--- config.mk ---
export PLATFORM = sky130hd
export DESIGN_NAME = tc_rn_acc
export DESIGN_NICKNAME = d
export VERILOG_FILES = /design/src/rtl/tc_rn_acc.sv
export SDC_FILE = /design/constraint.sdc
export NUM_CORES = 2
export LEC_CHECK = 0
export CORE_AREA = 2 2 556 558
export DETAILED_ROUTE_END_ITERATION = 10
export DIE_AREA = 0 0 558 560
export GPL_TIMING_DRIVEN = 1
export SETUP_SLACK_MARGIN = 0.4
export SYNTH_ARGS = -nofsm -noshare
export SYNTH_HDL_FRONTEND = slang
export SYNTH_SLANG_ARGS = --single-unit
--- constraint.sdc ---
create_clock -name clk -period 2.8 [get_ports clk]
set_clock_uncertainty 0.2 [all_clocks]
set_input_delay 0.28 -clock clk [delete_from_list [all_inputs] [get_ports clk]]
set_output_delay 0.28 -clock clk [all_outputs]
set_load 0.05 [all_outputs]
--- src/rtl/tc_rn_acc.sv ---
// tc_rn_acc: handshaked K-reduction network with multi-beat tile accumulation.
// Stage R registers the per-lane K sums of an accepted beat; stage A accumulates
// them across beats until a last-tagged beat closes the tile and presents it.
// Optional feature macro: TC_RN_ACC_SAT_EN (saturating lane adds plus out_sat flag);
// without it lane adds wrap modulo 2^DW_ACC and out_sat is tied low.
module tc_rn_acc #(
   parameter int unsigned TILE_M  = 4,
   parameter int unsigned TILE_K  = 8,
   parameter int unsigned TILE_N  = 4,
   parameter int unsigned DW_DATA = 8,
   parameter int unsigned DW_ACC  = 24,
   parameter int unsigned DW_CNT  = 16
) (
   input  logic                                   clk,
   input  logic                                   rst,
   input  logic                                   in_valid,
   output logic                                   in_ready,
   input  logic                                   in_last,
   input  logic [TILE_M*TILE_K*TILE_N*DW_DATA-1:0] in_data,
   output logic                                   out_valid,
   input  logic                                   out_ready,
   output logic [TILE_M*TILE_N*DW_ACC-1:0]        out_data,
   output logic [DW_CNT-1:0]                      out_cnt,
   output logic                                   out_sat
);

   localparam int unsigned LANES  = TILE_M * TILE_N;
   localparam int unsigned DW_RED = DW_DATA + $clog2(TILE_K);

   // IDLE: empty, nothing held. ACCUM: partial tile. HOLD: closed tile presented.
   localparam logic [1:0] ST_IDLE  = 2'd0;
   localparam logic [1:0] ST_ACCUM = 2'd1;
   localparam logic [1:0] ST_HOLD  = 2'd2;

   logic [LANES-1:0][DW_RED-1:0] red_sum;

   logic                         r_valid_q, r_valid_d;
   logic                         r_last_q, r_last_d;
   logic [LANES-1:0][DW_RED-1:0] r_sum_q, r_sum_d;

   logic [LANES-1:0][DW_ACC-1:0] acc_q, acc_d;
   logic [DW_CNT-1:0]            cnt_q, cnt_d;
   logic [1:0]                   state_q, state_d;

   logic                         in_hs, out_hs, a_move, fresh;
   logic [DW_ACC-1:0]            ext;

`ifdef TC_RN_ACC_SAT_EN
   logic                         sat_q, sat_d;
   logic                         clip;
   logic [DW_ACC:0]              wide;
`endif

   // Handshake and flow control; in_ready depends combinationally on out_ready.
   always_comb begin
      out_valid = (state_q == ST_HOLD);
      a_move    = r_valid_q && (!out_valid || out_ready);
      out_hs    = out_valid && out_ready;
      in_ready  = !r_valid_q || a_move;
      in_hs     = in_valid && in_ready;
      // HOLD only moves together with an output handshake, so it also restarts.
      fresh     = (state_q != ST_ACCUM);
   end

   // Exact per-lane sum over K of sign-extended products.
   always_comb begin
      red_sum = '0;
      for (int m = 0; m < TILE_M; m++) begin
         for (int n = 0; n < TILE_N; n++) begin
            for (int k = 0; k < TILE_K; k++) begin
               red_sum[m*TILE_N+n] = red_sum[m*TILE_N+n] +
                  DW_RED'($signed(in_data[((m*TILE_K+k)*TILE_N+n)*DW_DATA +: DW_DATA]));
            end
         end
      end
   end

   // Stage R next state: load on input handshake, empty when A takes it.
   always_comb begin
      r_valid_d = r_valid_q;
      r_last_d  = r_last_q;
      r_sum_d   = r_sum_q;
      if (in_hs) begin
         r_valid_d = 1'b1;
         r_last_d  = in_last;
         r_sum_d   = red_sum;
      end else if (a_move) begin
         r_valid_d = 1'b0;
      end
   end

   // Stage A next state: start or extend a tile, close it on a last beat.
   always_comb begin
      acc_d   = acc_q;
      cnt_d   = cnt_q;
      state_d = state_q;
      ext     = '0;
`ifdef TC_RN_ACC_SAT_EN
      sat_d   = sat_q;
      clip    = 1'b0;
      wide    = '0;
`endif
      if (a_move) begin
         for (int l = 0; l < LANES; l++) begin
            ext = DW_ACC'($signed(r_sum_q[l]));
            if (fresh) begin
               acc_d[l] = ext;
            end else begin
`ifdef TC_RN_ACC_SAT_EN
               wide = {acc_q[l][DW_ACC-1], acc_q[l]} + {ext[DW_ACC-1], ext};
               if (wide[DW_ACC] != wide[DW_ACC-1]) begin
                  clip     = 1'b1;
                  acc_d[l] = wide[DW_ACC] ? {1'b1, {(DW_ACC-1){1'b0}}}
                                          : {1'b0, {(DW_ACC-1){1'b1}}};
               end else begin
                  acc_d[l] = wide[DW_ACC-1:0];
               end
`else
               acc_d[l] = acc_q[l] + ext;
`endif
            end
         end
         if (fresh) begin
            cnt_d = DW_CNT'(1);
         end else if (!(&cnt_q)) begin
            cnt_d = cnt_q + 1'b1;
         end
`ifdef TC_RN_ACC_SAT_EN
         sat_d = fresh ? 1'b0 : (sat_q | clip);
`endif
         state_d = r_last_q ? ST_HOLD : ST_ACCUM;
      end else if (out_hs) begin
         state_d = ST_IDLE;
      end
   end

   // State registers for both stages.
   always_ff @(posedge clk or negedge rst) begin
      if (!rst) begin
         r_valid_q <= 1'b0;
         r_last_q  <= 1'b0;
         r_sum_q   <= '0;
         acc_q     <= '0;
         cnt_q     <= '0;
         state_q   <= ST_IDLE;
`ifdef TC_RN_ACC_SAT_EN
         sat_q     <= 1'b0;
`endif
      end else begin
         r_valid_q <= r_valid_d;
         r_last_q  <= r_last_d;
         r_sum_q   <= r_sum_d;
         acc_q     <= acc_d;
         cnt_q     <= cnt_d;
         state_q   <= state_d;
`ifdef TC_RN_ACC_SAT_EN
         sat_q     <= sat_d;
`endif
      end
   end

   // Accumulator contents are frozen while a tile is held, so they drive out_data directly.
   always_comb begin
      out_data = acc_q;
      out_cnt  = cnt_q;
`ifdef TC_RN_ACC_SAT_EN
      out_sat  = sat_q;
`else
      out_sat  = 1'b0;
`endif
   end

endmodule

==> reports/metrics.cfg <==
[status]
outcome=finished, violations left
failing_checks=negative setup slack

[die]
row_count=204
placeableCoreArea_um2=307000
io_pins=1432
fp.dieArea_um2=312000
initial_core_util_pct=22.1
dieWidth_um=558
fp.dieH_um=560

[critical_path]
cp_data_required_time_ns=3.28
timing_worst_setup_path_type=input pin to register
timing.reg2reg.worst_path_depth=13
data_arrival_at_the_endpoint_of_the_critical_path_ns=4.26
endpoint_kind=register
worst-path-max-fanout=2
cp-start-kind=input pin

[layout]
seq_area_um2=14700
finalNonFillerCells=14500
area_occupied_by_multi_input_gates_um2=52200
layout-drive-gt1-share_pct=32.9
layout.core_utilization_pct=34.6
nNetsFinal=12700
synthToLayoutAreaGrowth_pct=56.6
fillCellCount=31500

[logic_synthesis]
synthMostInstantiatedCell=inv_1
seq_area_frac_synth_pct=21.4
synth_edf_count=0
synth_nets=10100
yosysWarnings=0
synth_seq_cells=580
synthDominantAreaCellType=fa_1
post_synth_num_cell_types=87
synth-main-ff-cell=dfrtp_1
syn_area_per_cell_um2=8.77
async_reset_ff_share_pct=100
synth_cells=7733
synth_top_cells_by_count=inv_1, fa_1, nand2_1
synth_top_cells_by_area=fa_1, dfrtp_1, ha_1, inv_1, a21oi_1
post-synth-top-area-fraction_pct=24.5
synth.cell_area_um2=67800

[sta]
worst_slew_margin_rel_pct=47.6
finalSetupViolCount=179
achievable-frequency_mhz=265
final_min_period_over_clock_period_pct=135
final.min_clock_period_ns=3.78
rsz0062_at_grt=true
setup_ws_ns=-0.977
worst-slew-pin-transition_ns=0.783
timing.final.hold_violations=0
whs_ns=0.0820
timing.final.max_slew_violations=0

[drt]
routed_wire_length_per_instance_um=18.1
drc=0
wl_mm=263
drt_iter0_drc=2703
vias_per_cell=4.25
drt-pass1-iter-count=5
post_route_ant_nets=0
detailroute.via_count=61800

[cts]
tritoncts_clock_tree=done
clk_root_buffer_cell=clkbuf_16
cts_htree_levels=3
numClockSinks=580
cts.reportedPaths.clkPinSlew_ns=0.05
clock_path_buffers=4
clkLatencyLatePin_ns=0.80
numCtsBuffers=89

[placed_design]
dp_hpwl_mm=221
port-buffer-count=1430
placed_cells_incl_taps=14100
globalplace.congestion=0.925
post-place-ws_ns=-2.32

[global_route]
globalRoute.totalOverflow=0
first_global_vias=64200
grt_util_all_layers_pct=16.4
grt_antenna_before_repair=28
global_route_wire_length_before_repair_mm=390
grt_max_degree=65

[power_and_ir_drop]
leakage_nw=51.2
powerDensity_nw_per_um2=1530
design_power_total_mw=162
vdd_ir_drop_max_mv=0.804

[flow_run]
drv.max_cap_violation_count=0

[hold_path]
hold_path_class=input pin to async pin

-- worst paths after layout --
check | startpoint | end | slack, ns
worst max-delay path | in_data[105] | r_sum_q[21] | -0.98
worst min-delay path | rst | out_data[257] | 0.08
worst max register to register | out_data[336] | out_data[358] | -0.18
worst min register to register | out_data[366] | out_data[366] | 0.31
max in group asynchronous | rst | out_data[322] | 1.65
min in group clk | in_data[376] | r_sum_q[77] | 0.09
-- per-layer routing --
layer | wire length, um | up-vias | global-route usage (%)
met5 | 82 | - | 0
met1 | 105000 | 29800 | 19.4
li1 | - | 30100 | -
met2 | 126000 | 1487 | 28.0
met3 | 21400 | 339 | 4.92
met4 | 9440 | 12 | 5.26
-- logic make-up (layout without fill, tap and decap cells) --
logic type      after synthesis  after routing  synth area share [%]
mux                          98             98                  1.58
buf+inv                    1973           4645                  11.0
fa+ha+maj                  1377           1377                  34.6
other cells                   1             16               0.00553
xor+xnor                    429            429                  5.54
simple gates               1380           1380                  9.05
flops                       580            580                  21.4
compound gates             1895           1895                  16.9
-- through the flow --
step | cell area, um2 | TNS, ns
2_1_floorplan | 70600 | -132.87
3_3_place_gp | 97600 | -267.51
3_5_place_dp | 97600 | -268.88
4_1_cts | 103000 | -73.69
5_1_grt | 106000 | -95.65
6_report | 106000 | -75.95
-- placed cells by master (no fill, tap or decap), drive strengths merged, types with 14 or more instances in the layout --
cell type      netlist  layout
clkinv               0      21
o211ai              46      46
nand3               51      51
ha                 545     545
dlygate4sd2          0     210
and2                28      28
diode                0      15
mux2i               26      26
a21oi              600     600
a211oi              46      46
clkbuf             185     163
xnor2              289     289
a21o               246     246
nor2b               60      60
or3                 20      20
nand2b              39      39
clkdlybuf4s15        0      45
o21a                61      61
a31oi               73      73
dlymetal6s2s         0      45
buf                 25    1568
nor2               330     330
nand4               30      30
fa                 832     832
nor4                15      15
nand2              626     626
o21bai              68      68
a311oi              14      14
and3                42      42
o31a                14      14
xor2               140     140
clkdlybuf4s50        0     814
mux2                72      72
o21ai              583     583
o31ai               22      22
inv               1763    1767
dfrtp              580     580
or2                 18      18
nor3                86      86
-- critical path, cell delays in order --
cell	delay, ns
dlygate4sd2_1	0.21
inv_2	0.06
fa_2	0.65
fa_2	0.46
fa_2	0.55
inv_2	0.04
fa_2	0.36
ha_4	0.19
fa_2	0.35
a21o_1	0.17
a21o_1	0.17
a21o_1	0.19
a21oi_2	0.13
o21bai_1	0.07
a21oi_1	0.16
xnor2_1	0.14
o21ai_1	0.07
-- power breakdown --
part / internal (mW) / switching, mW / total (mW)
registers: 12.8 / 4.52 / 17.4
logic: 66.7 / 66.9 / 134
clock network: 6.76 / 4.59 / 11.3
total: 86.3 / 76.0 / 162
-- final cells by class --
class / instances / share of cell area (%)
flip-flops and latches: 580 / 13.9
clock buffers: 126 / 2.39
well taps: 4120 / 4.85
multi-input cells: 5180 / 49.2
repair buffers: 2723 / 22.9
inverters: 1763 / 6.44
diodes: 15 / 0.0353
clock inverters: 33 / 0.312
-- state kept, by name, summed over array words and instances, names as in the netlist --
| name | flops |
|---|---|
| r_sum_q | 176 |
| out_data | 384 |
| out_cnt | 16 |
| state_q | 2 |
| r_last_q | 1 |
| r_valid_q | 1 |
-- repair_timing --
action	CTS	global route
cloned	0	0
hold buffers	4	0
setup endpoints to repair	757	785
setup buffers	114	116
resized for setup	1996	737
pin swaps	938	821
hold endpoints to repair	582	0
No activity file was read; power rests on OpenSTA's default activity.
